## config.mk

```make
export PLATFORM = sky130hd
export DESIGN_NAME = pipeline_exec_ctrl_flat
export DESIGN_NICKNAME = d
export VERILOG_FILES = /design/src/rtl/pipeline_pkg.sv /design/src/rtl/pipeline_exec_ctrl_if.sv /design/src/rtl/exec_counter.sv /design/src/rtl/pipeline_exec_ctrl.sv /design/src/flat_wrapper.sv
export SDC_FILE = /design/constraint.sdc
export NUM_CORES = 1
export LEC_CHECK = 0
export ABC_CLOCK_PERIOD_IN_PS = 3200
export CAP_MARGIN = 20
export CORE_MARGIN = 5
export CORE_UTILIZATION = 52
export DETAILED_ROUTE_END_ITERATION = 6
export PLACE_DENSITY = 0.81
export SLEW_MARGIN = 20
export SYNTH_ARGS = -nofsm -noshare
export SYNTH_HDL_FRONTEND = slang
export SYNTH_SLANG_ARGS = --single-unit
```

## constraint.sdc

```tcl
create_clock -name i_clk -period 3.2 [get_ports i_clk]
set_clock_uncertainty 0.15 [all_clocks]
set_input_delay 0.48 -clock i_clk [delete_from_list [all_inputs] [get_ports i_clk]]
set_output_delay 0.48 -clock i_clk [all_outputs]
set_load 0.01 [all_outputs]
```

## src/rtl/pipeline_pkg.sv

```systemverilog
// Shared definitions for the pipeline execution sequencer: state encoding,
// HALT opcode and default watchdog limit.
package pipeline_pkg;

  typedef enum logic [2:0] {
    StIdle     = 3'd0,
    StFlush    = 3'd1,
    StRun      = 3'd2,
    StStepWait = 3'd3,
    StStepExec = 3'd4,
    StDone     = 3'd5
  } state_e;

  localparam logic [5:0]  HALT_OPCODE        = 6'b111111;
  localparam int unsigned WDT_CYCLES_DEFAULT = 1024;

  function automatic logic state_is_busy(state_e s);
    return (s == StFlush) || (s == StRun) || (s == StStepWait) || (s == StStepExec);
  endfunction

endpackage

```

## src/rtl/pipeline_exec_ctrl_if.sv

```systemverilog
// Command/status bundle between the debug unit (master) and the sequencer (slave).
interface pipeline_exec_ctrl_if #(
  parameter int unsigned CNTBITS = 32
);
  logic               i_Start;
  logic               i_ModoPaso;
  logic               i_Step;
  logic               i_Abort;
  logic               i_HaltWB;
  logic               o_PipeEnable;
  logic               o_PipeFlush;
  logic               o_Busy;
  logic               o_Done;
  logic               o_Timeout;
  logic [CNTBITS-1:0] o_CycleCount;
  logic [CNTBITS-1:0] o_StepCount;

  modport master (
    output i_Start, i_ModoPaso, i_Step, i_Abort, i_HaltWB,
    input  o_PipeEnable, o_PipeFlush, o_Busy, o_Done, o_Timeout, o_CycleCount, o_StepCount
  );

  modport slave (
    input  i_Start, i_ModoPaso, i_Step, i_Abort, i_HaltWB,
    output o_PipeEnable, o_PipeFlush, o_Busy, o_Done, o_Timeout, o_CycleCount, o_StepCount
  );
endinterface

```

## src/rtl/exec_counter.sv

```systemverilog
// Wrapping up-counter with synchronous clear (clear wins over increment).
module exec_counter #(
  parameter int unsigned CNTBITS = 32
) (
  input  logic               i_clk,
  input  logic               i_reset,
  input  logic               i_clear,
  input  logic               i_incr,
  output logic [CNTBITS-1:0] o_count
);

  logic [CNTBITS-1:0] r_count;

  always_ff @(posedge i_clk or posedge i_reset) begin
    if (i_reset) begin
      r_count <= '0;
    end else if (i_clear) begin
      r_count <= '0;
    end else if (i_incr) begin
      r_count <= r_count + 1'b1;
    end
  end

  assign o_count = r_count;

endmodule

```

## src/rtl/pipeline_exec_ctrl.sv

```systemverilog
// Run/single-step sequencer for the 5-stage pipeline: drives enable/flush,
// stops on HALT in MEM/WB, abort or watchdog, and counts cycles and steps.
module pipeline_exec_ctrl
  import pipeline_pkg::*;
#(
  parameter int unsigned CNTBITS    = 32,
  parameter int unsigned WDT_CYCLES = WDT_CYCLES_DEFAULT
) (
  input logic                 i_clk,
  input logic                 i_reset,
  pipeline_exec_ctrl_if.slave bus
);

  localparam logic [CNTBITS-1:0] WdtLimit = CNTBITS'(WDT_CYCLES);

  state_e             r_state;
  state_e             w_state_next;
  logic               r_mode;
  logic               r_timeout;
  logic               w_wdt_hit;
  logic               w_enable;
  logic               w_flush;
  logic               w_step_incr;
  logic [CNTBITS-1:0] w_cycle_count;
  logic [CNTBITS-1:0] w_step_count;

  always_ff @(posedge i_clk or posedge i_reset) begin
    if (i_reset) begin
      r_state <= StIdle;
    end else begin
      r_state <= w_state_next;
    end
  end

  always_comb begin
    w_state_next = r_state;
    unique case (r_state)
      StIdle:     if (bus.i_Start) w_state_next = StFlush;
      StFlush:    w_state_next = r_mode ? StStepWait : StRun;
      StRun:      if (bus.i_Abort || bus.i_HaltWB || w_wdt_hit) w_state_next = StDone;
      StStepWait: begin
        if (bus.i_Abort) begin
          w_state_next = StDone;
        end else if (bus.i_Step) begin
          w_state_next = StStepExec;
        end
      end
      StStepExec: w_state_next = (bus.i_Abort || bus.i_HaltWB) ? StDone : StStepWait;
      StDone:     if (bus.i_Start) w_state_next = StFlush;
      default:    w_state_next = StIdle;
    endcase
  end

  always_comb begin
    w_wdt_hit   = (r_state == StRun) && (w_cycle_count == WdtLimit);
    w_enable    = ((r_state == StRun) || (r_state == StStepExec)) &&
                  !bus.i_HaltWB && !bus.i_Abort && !w_wdt_hit;
    w_flush     = (r_state == StFlush);
    w_step_incr = w_enable && (r_state == StStepExec);
  end

  // Mode is latched only when a start is accepted; timeout is set only when the
  // watchdog is the winning exit reason (abort/halt take precedence).
  always_ff @(posedge i_clk or posedge i_reset) begin
    if (i_reset) begin
      r_mode    <= 1'b0;
      r_timeout <= 1'b0;
    end else begin
      if (((r_state == StIdle) || (r_state == StDone)) && bus.i_Start) begin
        r_mode <= bus.i_ModoPaso;
      end
      if (w_flush) begin
        r_timeout <= 1'b0;
      end else if (w_wdt_hit && !bus.i_Abort && !bus.i_HaltWB) begin
        r_timeout <= 1'b1;
      end
    end
  end

  exec_counter #(.CNTBITS(CNTBITS)) u_cycle_counter (
    .i_clk   (i_clk),
    .i_reset (i_reset),
    .i_clear (w_flush),
    .i_incr  (w_enable),
    .o_count (w_cycle_count)
  );

  exec_counter #(.CNTBITS(CNTBITS)) u_step_counter (
    .i_clk   (i_clk),
    .i_reset (i_reset),
    .i_clear (w_flush),
    .i_incr  (w_step_incr),
    .o_count (w_step_count)
  );

  assign bus.o_PipeEnable = w_enable;
  assign bus.o_PipeFlush  = w_flush;
  assign bus.o_Busy       = state_is_busy(r_state);
  assign bus.o_Done       = (r_state == StDone);
  assign bus.o_Timeout    = r_timeout;
  assign bus.o_CycleCount = w_cycle_count;
  assign bus.o_StepCount  = w_step_count;

endmodule

```

## src/flat_wrapper.sv

```systemverilog
// flat-port wrapper written by rule: the top's interface ports become plain ports
module pipeline_exec_ctrl_flat import pipeline_pkg::*;
#(
  parameter int unsigned CNTBITS    = 32,
  parameter int unsigned WDT_CYCLES = WDT_CYCLES_DEFAULT
)
  (i_clk, i_reset, bus_i_Start, bus_i_ModoPaso, bus_i_Step, bus_i_Abort, bus_i_HaltWB, bus_o_PipeEnable, bus_o_PipeFlush, bus_o_Busy, bus_o_Done, bus_o_Timeout, bus_o_CycleCount, bus_o_StepCount);
  pipeline_exec_ctrl_if #(.CNTBITS(CNTBITS)) bus_i ();
  input logic i_clk;
  input logic i_reset;
  input wire logic [$bits(bus_i.i_Start)-1:0] bus_i_Start;
  input wire logic [$bits(bus_i.i_ModoPaso)-1:0] bus_i_ModoPaso;
  input wire logic [$bits(bus_i.i_Step)-1:0] bus_i_Step;
  input wire logic [$bits(bus_i.i_Abort)-1:0] bus_i_Abort;
  input wire logic [$bits(bus_i.i_HaltWB)-1:0] bus_i_HaltWB;
  output wire logic [$bits(bus_i.o_PipeEnable)-1:0] bus_o_PipeEnable;
  output wire logic [$bits(bus_i.o_PipeFlush)-1:0] bus_o_PipeFlush;
  output wire logic [$bits(bus_i.o_Busy)-1:0] bus_o_Busy;
  output wire logic [$bits(bus_i.o_Done)-1:0] bus_o_Done;
  output wire logic [$bits(bus_i.o_Timeout)-1:0] bus_o_Timeout;
  output wire logic [$bits(bus_i.o_CycleCount)-1:0] bus_o_CycleCount;
  output wire logic [$bits(bus_i.o_StepCount)-1:0] bus_o_StepCount;
  assign bus_i.i_Start = bus_i_Start;
  assign bus_i.i_ModoPaso = bus_i_ModoPaso;
  assign bus_i.i_Step = bus_i_Step;
  assign bus_i.i_Abort = bus_i_Abort;
  assign bus_i.i_HaltWB = bus_i_HaltWB;
  assign bus_o_PipeEnable = bus_i.o_PipeEnable;
  assign bus_o_PipeFlush = bus_i.o_PipeFlush;
  assign bus_o_Busy = bus_i.o_Busy;
  assign bus_o_Done = bus_i.o_Done;
  assign bus_o_Timeout = bus_i.o_Timeout;
  assign bus_o_CycleCount = bus_i.o_CycleCount;
  assign bus_o_StepCount = bus_i.o_StepCount;
  pipeline_exec_ctrl #(.CNTBITS(CNTBITS), .WDT_CYCLES(WDT_CYCLES)) u_core (.i_clk(i_clk), .i_reset(i_reset), .bus(bus_i));
endmodule
```

==> Word level (Yosys, flattened, before mapping) <==
Index checks and enable logic that the tools add are counted.
{ "totals": {"register_bits": 69, "in_bits": 7, "output_inout_bits": 69, "elab_cells": 53} }
{ "op_classes": {"add_sub_neg": 2, "n_eq_ne": 9, "muxes": 13, "n_reduce_logical": 24} }
{ "op_table": {"columns": ["op", "n"], "rows": [
  ["$mux 32", 4],
  ["$add 32x1->32 const B", 2],
  ["$eq 32x11->1 const B", 1],
  ["$mux 3", 5],
  ["$pmux 3 s5", 1],
  ["$logic_and 1x1->1", 8],
  ["$logic_or 1x1->1", 7],
  ["$eq 3x2->1 const B", 2],
  ["$eq 3x3->1 const B", 2],
  ["$reduce_bool 2->1", 3],
  ["$ne 2x1->1 const B", 2],
  ["$eq 3x1->1 const B", 1],
  ["$logic_not 1->1", 3],
  ["$logic_not 3->1", 1],
  ["$mux 1", 3],
  ["$ne 3x3->1 const B", 1],
  ["$reduce_and 3->1", 1],
  ["$reduce_or 2->1", 1]
]} }

==> Longest topological paths before layout <==
Gate-level depths: netlist of run 1.
{ "logic_depth": {"ltp_word": 8, "depth_mapped": 8, "mapped_depth_nobuf": 7} }

==> Modules after synthesis <==
From an unflattened synthesis of run 1, not the netlist that was laid out.
{ "hier_totals": {"cells_unflattened": 421, "area_unflattened_um2": 3982.6} }
{ "modules_own_cells": {"columns": ["module", "n_inst", "cells_per_inst", "area_each_um2", "seq_area_each_um2"], "rows": [
  ["exec_counter", 2, 184, 1749.2, 800.8],
  ["pipeline_exec_ctrl", 1, 53, 484.2, 125.1]
]} }

==> Least setup slack after synthesis of run 1 <==
OpenSTA, ideal clock, no wires.
{ "synth_path": {"kind": "flip-flop to flip-flop", "startpoint": "reg u_core.r_state[0]", "endpoint": "reg u_core.u_cycle_counter.r_count[15], in the netlist u_core.u_cycle_counter.o_count[15]", "setup_time_ns": 0.130, "t_arrival_ns": 2.071, "required_ns": 2.920, "slack_ns": 0.849, "stages_incl_launch_ff": 9, "path_buffers": 3, "synth_period_minus_slack_ns": 2.351, "path_cell_list": "dfrtp_1 > buf_6 > or3_4 > buf_6 > or4_4 > buf_6 > nor4_4 > xnor2_1 > nor2_2"} }
{ "synth_via": {"elab_chain_cells": 6, "word_cells_on_any_way": 11, "cone_classes": "eq/ne (3); mux (1); reduce/logical (7)"} }
{ "synth_rtl": {"columns": ["item", "line", "source"], "rows": [
  ["start: declaration", "pipeline_exec_ctrl.sv:16", "state_e r_state;"],
  ["start signal: assignment", "pipeline_exec_ctrl.sv:29", "r_state <= StIdle;"],
  ["start signal: assignment", "pipeline_exec_ctrl.sv:31", "r_state <= w_state_next;"],
  ["$eq 3x2->1 or $eq 3x3->1 (tied branches)", "pipeline_exec_ctrl.sv:55, pipeline_exec_ctrl.sv:56", null],
  ["$logic_or 1x1->1", "pipeline_exec_ctrl.sv:56", "w_enable = ((r_state == StRun) || (r_state == StStepExec)) &&"],
  ["$logic_and 1x1->1", "pipeline_exec_ctrl.sv:56", null],
  ["$logic_and 1x1->1 (2 in a row)", "pipeline_exec_ctrl.sv:57", "!bus.i_HaltWB && !bus.i_Abort && !w_wdt_hit;"],
  ["$reduce_bool 2->1 (no source line)", null, null],
  ["end signal: assignment", "exec_counter.sv:20", "r_count <= r_count + 1'b1;"],
  ["end: declaration", "exec_counter.sv:12", "logic [CNTBITS-1:0] r_count;"]
]} }
Parallel ways exist; a longest one is shown, timed or not.
A chain may end at the register's enable or synchronous reset.

==> Worst setup path in the final report of run 1 <==
{ "layout_path": {"startpoint": "reg u_core.u_cycle_counter.r_count[0], in the netlist u_core.u_cycle_counter.o_count[0]", "endpoint": "out bus_o_PipeEnable"} }
{ "layout_via": {"elab_chain_cells": 4} }
{ "layout_rtl": {"columns": ["item", "line", "source"], "rows": [
  ["$eq 32x11->1", "pipeline_exec_ctrl.sv:55", "w_wdt_hit = (r_state == StRun) && (w_cycle_count == WdtLimit);"],
  ["$logic_and 1x1->1", "pipeline_exec_ctrl.sv:55", null],
  ["$logic_not 1->1", "pipeline_exec_ctrl.sv:57", null],
  ["$logic_and 1x1->1", "pipeline_exec_ctrl.sv:57", null],
  ["end: declaration", "flat_wrapper.sv:16", "output wire logic [$bits(bus_i.o_PipeEnable)-1:0] bus_o_PipeEnable;"]
]} }
Every way passes these cells.

==> results of run 1 <==
-- cell usage after synthesis, types with 2 or more instances --
cell type | count | share of area, %
and3_1 | 5 | 0.83
clkbuf_1 | 9 | 0.90
nor3_2 | 3 | 0.80
nor4_4 | 3 | 1.7
buf_1 | 2 | 0.20
nor2b_1 | 2 | 0.33
inv_1 | 9 | 0.90
a21oi_1 | 15 | 2.0
xor2_1 | 25 | 5.8
nand3_1 | 29 | 3.9
buf_6 | 3 | 0.90
or4_1 | 4 | 0.80
nand2_1 | 31 | 3.1
xnor2_1 | 18 | 4.2
mux2i_1 | 3 | 0.80
nor4_1 | 9 | 1.5
nor3_1 | 13 | 1.7
o31ai_1 | 4 | 0.80
nand3b_1 | 2 | 0.40
and4_1 | 8 | 1.9
or3_1 | 8 | 1.3
nand4_1 | 25 | 4.2
nor2_1 | 53 | 5.3
nand2b_1 | 6 | 1.0
ha_1 | 3 | 1.0
nor4_2 | 2 | 0.67
dfrtp_1 | 69 | 46
or2_2 | 2 | 0.33
and2_1 | 3 | 0.50
o211ai_1 | 4 | 0.80
nor2_2 | 2 | 0.33
o21ai_0 | 18 | 2.4
-- metal layers --
metal	global-route usage, %	vias up
met5	0	-
met4	6.73	0
met3	3.87	13
met2	32.5	121
met1	30.9	1622
li1	-	1602
-- cell type report --
type / count / area [um^2]
Tap cell: 99 / 124
Clock inverter: 4 / 70.1
Inverter: 10 / 37.5
Timing Repair Buffer: 82 / 803
Sequential cell: 69 / 1730
Clock buffer: 12 / 155
Fill cell: 588 / 2300
Multi-Input combinational cell: 310 / 1920
-- registers in the layout, summed over array words and instances (netlist names) --
register                        flops
u_core.r_state                      3
u_core.u_step_counter.o_count      32
u_core.r_mode                       1
u_core.u_cycle_counter.o_count     32
u_core.bus.o_Timeout                1
-- critical path: stages (launching register included) --
cell and delay [ns]:
dfrtp_2 0.46, inv_1 0.09, ha_1 0.17, nor4bb_1 0.25, and4_1 0.30, and3_2 0.27
nor2_1 0.09, clkdlybuf4s50_1 0.50
-- repair_timing --
action | in CTS | in global routing
gates resized for setup | 0 | 2
setup endpoints to repair | 0 | 1
setup buffers | 0 | 0
-- logic make-up after synthesis --
| logic type | share of synthesized area, % |
|---|---|
| flops | 45.9 |
| fa+ha+maj | 0.998 |
| mux | 1.10 |
| compound gates | 6.86 |
| xor+xnor | 10.0 |
| buf+inv | 3.13 |
| simple gates | 32.0 |
-- path summary, 6_finish.rpt --
kind,from,to,depth (start not counted)
worst max-delay path,u_core.u_cycle_counter.o_count[0]$_DFFE_PP0P_,bus_o_PipeEnable,7
worst min-delay path,u_core.bus.o_Timeout$_DFFE_PP0P_,u_core.bus.o_Timeout$_DFFE_PP0P_,2
worst max register to register,u_core.r_state[0]$_DFFE_PP0P_,u_core.u_step_counter.o_count[22]$_DFFE_PP0P_,5
worst min register to register,u_core.bus.o_Timeout$_DFFE_PP0P_,u_core.bus.o_Timeout$_DFFE_PP0P_,2
max in group asynchronous,i_reset,u_core.u_step_counter.o_count[27]$_DFFE_PP0P_,3
min in group asynchronous,i_reset,u_core.u_step_counter.o_count[22]$_DFFE_PP0P_,2
-- where the power goes --
group | internal [W] | total, W | switching (W) | leakage [nW]
combinational | 0.000233 | 0.000617 | 0.000384 | 0.900
clock | 0.000479 | 0.000799 | 0.000320 | 0.116
sequential | 0.000919 | 0.00102 | 0.0000984 | 0.954
total | 0.00163 | 0.00243 | 0.000802 | 1.97
-- stage by stage --
step | utilization (%) | cells
2_1_floorplan | - | 404
3_3_place_gp | 64.6 | 570
3_5_place_dp | 64.6 | 570
4_1_cts | 67.7 | 586
5_1_grt | 67.7 | 586
6_report | 67.7 | 586
==> key figures, run 1 <==
Run status
  – Status: finished clean

Place
  – Pre-CTS setup slack: slightly above 0.2 ns
  – Placement Cell Area: around 4600 um^2
  – PortBufs: 75
  – HPWL after DPL: about 6700 um
  – GPL Wtd Cong: 0.826

Setup path
  – Flop2flop setup slack: ~0.66 ns
  – CP required: between 2 and 3 ns
  – Worst Setup End Kind: output port
  – CP Max Fanout: 6
  – Crit path kind: register to output port
  – Arrival time at the worst endpoint: around 2.5 ns
  – CP startpoint kind: register

Synthesis
  – Synth Cell Area: around 3800 um^2
  – Unique cell type count in the Yosys netlist: between 40 and 50
  – Top_reg_cell synth: dfrtp_1
  – Synthesized Nets: around 410
  – Seq cells post-synth: 69
  – Cells after Synth: about 400
  – EDFF count, synth: 0
  – Syn avg cell area: between 9 and 10 um^2
  – Ys Warns: 0
  – FFs w/ async S/R, synth: 100%
  – Sequential area share after synthesis: a little under half

Power
  – Pwr dens: 504 nW/um^2
  – Maximum VDD drop: about 0.48 mV
  – Pwr Total: approximately 0.0024 W
  – P_leak: between 1.5 and 2 nW

Clock network
  – Clk slew on worst S/H paths: 0.07 ns
  – Htree depth: 3
  – CTS tree: built
  – Clk_lat worst skew: between 0.3 and 0.4 ns
  – Total CTS buffers: 9
  – Clock buffer depth: 2
  – Cts hold-fix bufs: 0
  – Sink Count: 69
  – Clock root buffer: clkbuf_8

STA
  – PnR worst setup slack: between 0.1 and 0.15 ns
  – Final Hold Viols: 0
  – Fin. max-slew vios: 0
  – Total negative setup slack: 0 ns
  – Max transition margin: roughly 47%
  – Min Hold Slack: about 0.36 ns
  – Final setup fails: 0
  – RSZ-0062 raised after global routing: false
  – Fmax: 323 MHz
  – Crit path time final: between 3 and 4 ns
  – Slew @ Worst Pin: roughly 0.79 ns
  – Tcrit/Tclk final: between 90% and 100%

Detailed routing
  – Via/cell ratio: about 5.7
  – Routed wl met2: roughly 4300 um
  – Wl on met1: between 4000 and 5000 um
  – Via count: 3358
  – First-pass iteration count of the detailed router: 5
  – Top Metal Used: met4
  – Met3 wire len: ~480 um
  – DRC viols: 0
  – Initial drt markers: roughly 190
  – Final ANT Viol Nets: 0
  – Aggregate routed wire length: approximately 9000 um
  – WL/cell: 15.6 um

Hold path
  – Hold/Removal Path Class: register to register

Floorplan
  – Initial Util: a little over half
  – Die area: 9030 um^2
  – Die height: around 95 um
  – Row Count: 31
  – IO Pins: between 70 and 80
  – Die span in x: about 95 um
  – Core area: about 7100 um^2

Layout
  – # diodes: 0
  – Final instance area: ~4800 um^2
  – Area delta synth->final: 28.6%
  – NumNets Final: about 500
  – Commonest non-fill, non-tap cells in the layout: clkdlybuf4s50_1, dfrtp_1, nor2_1
  – Layout cells sized above 1: 8.62%
  – Most common cell after layout, fill and taps aside: clkdlybuf4s50_1

GRT
  – Vias in the first global route: 3039
  – Largest net degree at the start of global routing: between 50 and 60
  – First-pass GRT wire length: about 15000 um
  – Antenna violations before repair: 0
  – Grt total ovfl: 0
  – Gr usage total: a little over a fifth

Flow run
  – Max_cap viols: 0
No activity file was read; power rests on OpenSTA's default activity.
==> run 2, diff against run 1 <==
--- a/config.mk
+++ b/config.mk
@@ -5,7 +5,7 @@
 export SDC_FILE = /design/constraint.sdc
 export NUM_CORES = 1
 export LEC_CHECK = 0
-export ABC_CLOCK_PERIOD_IN_PS = 3200
+export ABC_CLOCK_PERIOD_IN_PS = 3300
 export CAP_MARGIN = 20
 export CORE_MARGIN = 5
 export CORE_UTILIZATION = 52
==> constraint.sdc (replaced) <==
create_clock -name i_clk -period 3.3 [get_ports i_clk]
set_clock_uncertainty 0.15 [all_clocks]
set_input_delay 0.495 -clock i_clk [delete_from_list [all_inputs] [get_ports i_clk]]
set_output_delay 0.495 -clock i_clk [all_outputs]
set_load 0.01 [all_outputs]
==> key figures, run 2 (synthesis gave the netlist of run 1 again) <==
GRT
  – Grt total ovfl: 0
  – Largest net degree at the start of global routing: 70
  – Gr usage total: a little under a quarter
  – First-pass GRT wire length: approximately 16000 um
  – Antenna violations before repair: 0
  – Vias in the first global route: between 3k and 4k

Layout
  – Layout cells sized above 1: approximately 8%
  – Final core occ: 67.8%
  – # diodes: 0
  – Most common cell after layout, fill and taps aside: clkdlybuf4s50_1
  – Commonest non-fill, non-tap cells in the layout: clkdlybuf4s50_1, dfrtp_1, nor2_1
  – Area delta synth->final: 28.7%
  – NumNets Final: 491
  – Fill cells: around 580

STA
  – Final Hold Viols: 0
  – Fin. max-slew vios: 0
  – Crit path time final: between 3 and 4 ns
  – Total negative setup slack: 0 ns
  – Slew @ Worst Pin: roughly 0.9 ns
  – Fmax: roughly 320 MHz
  – Max transition margin: 41.7%
  – Tcrit/Tclk final: between 90% and 100%
  – Final setup fails: 0
  – RSZ-0062 raised after global routing: false

Detailed routing
  – Final ANT Viol Nets: 0
  – WL/cell: 16.3 um
  – Initial drt markers: approximately 200
  – Aggregate routed wire length: 9530 um
  – Via count: ~3.4k
  – Via/cell ratio: 5.82
  – DRC viols: 0
  – First-pass iteration count of the detailed router: 5

Setup path
  – CP max-delay cell: clkdlybuf4s50_1
  – CP required: between 2 and 3 ns
  – Number of buffers and inverters on the critical path: 2
  – CP Max Fanout: 6
  – Worst Setup End Kind: output port
  – Slowest stage delay, CP: around 0.50 ns
  – Crit path kind: register to output port
  – CP startpoint kind: register
  – Arrival time at the worst endpoint: ~2.5 ns
  – Worst path top cell family by delay: simple AND/OR/NAND/NOR gates
  – Worst setup path startpoint: u_core.u_cycle_counter.o_count[0]$_DFFE_PP0P_
  – R2r startpoint: u_core.r_state[0]$_DFFE_PP0P_
  – Cell chain of the critical path: inv_1 > ha_1 > nor4bb_1 > and4_1 > and3_1 > nor2_1 > clkdlybuf4s50_1

Flow run
  – Max_cap viols: 0

Clock network
  – Htree depth: 3
  – CTS resizes: 0
  – Setup bufs post-CTS: 0
  – Clk_lat worst skew: 0.35 ns
  – CTS tree: built
  – Clk slew on worst S/H paths: approximately 0.080 ns
  – Clock root buffer: clkbuf_8
  – Total CTS buffers: 9
  – Clock buffer depth: 2
  – Sink Count: 69
  – Cts hold-fix bufs: 0

Floorplan
  – Initial Util: a little over half
  – Core area: around 7100 um^2
  – Die height: 95.0 um
  – Die span in x: around 95 um
  – Row Count: 31
  – IO Pins: 76
  – Die area: roughly 9000 um^2

Run status
  – Status: finished clean

Place
  – GPL Wtd Cong: about 0.80
  – PortBufs: 75
  – HPWL after DPL: 6690 um

Power
  – Pwr dens: ~500 nW/um^2
  – P_leak: just under 2 nW
  – Maximum VDD drop: 0.332 mV

Hold path
  – Hold Crit Start: u_core.u_step_counter.o_count[23]$_DFFE_PP0P_
  – Hold/Removal Path Class: register to register
[run 2: cell count changes in the layout (fill, tap and decap cells not counted)]
cell	previous run	this run
clkinvlp_4	0	1
clkinv_2	2	1
and3_2	1	0
dfrtp_1	68	69
and3_1	4	5
clkbuf_8	11	9
dfrtp_2	1	0
clkinv_4	0	1
buf_4	7	6
bufinv_16	2	3
[run 2: worst paths after layout]
kind                                                                      end  slack [ns]  cells past startpoint
worst max-delay path                                         bus_o_PipeEnable        0.14                      7
worst min-delay path            u_core.u_step_counter.o_count[23]$_DFFE_PP0P_        0.38                      1
worst max register to register  u_core.u_step_counter.o_count[22]$_DFFE_PP0P_        0.76                      5
worst min register to register  u_core.u_step_counter.o_count[23]$_DFFE_PP0P_        0.38                      1
max in group asynchronous                       u_core.r_state[0]$_DFFE_PP0P_        1.84                      3
min in group asynchronous       u_core.u_step_counter.o_count[10]$_DFFE_PP0P_        0.59                      3
[run 2: through the flow]
| step | cell area (um^2) | setup WS, ns | instances | hold slack, ns | power, W |
|---|---|---|---|---|---|
| CTS | 4840 | 0.137 | 585 | 0.379 | 0.00244 |
| detailed placement | 4600 | 0.325 | 569 | 0.347 | 0.00161 |
| finish | 4840 | 0.145 | 585 | 0.379 | 0.00242 |
| global route | 4840 | 0.0180 | 585 | 0.406 | 0.00255 |
| floorplan | 3760 | 0.915 | 404 | 0.354 | 0.00139 |
| global placement | 4600 | 0.374 | 569 | 0.339 | 0.00159 |
[run 2: cell type report]
class                           count  area [um^2]  area share [%]
Clock buffer                       10          128            2.64
Clock inverter                      6          111            2.30
Inverter                           10         37.5           0.776
Multi-Input combinational cell    310         1920            39.6
Sequential cell                    69         1730            35.7
Tap cell                           99          124            2.56
Timing Repair Buffer               81          796            16.4
[run 2: power by group]
group | internal [W] | switching, W
Clock | 0.000502 | 0.000326
Combinational | 0.000224 | 0.000386
Sequential | 0.000890 | 0.0000948
[run 2: layer usage]
layer | track usage [%] | part of all wire, % | up-vias
met4 | 9.50 | 1.8 | 0
met5 | 0 | 0 | -
met2 | 35.1 | 48 | 116
li1 | - | - | 1601
met3 | 4.34 | 5.8 | 17
met1 | 32.3 | 44 | 1668
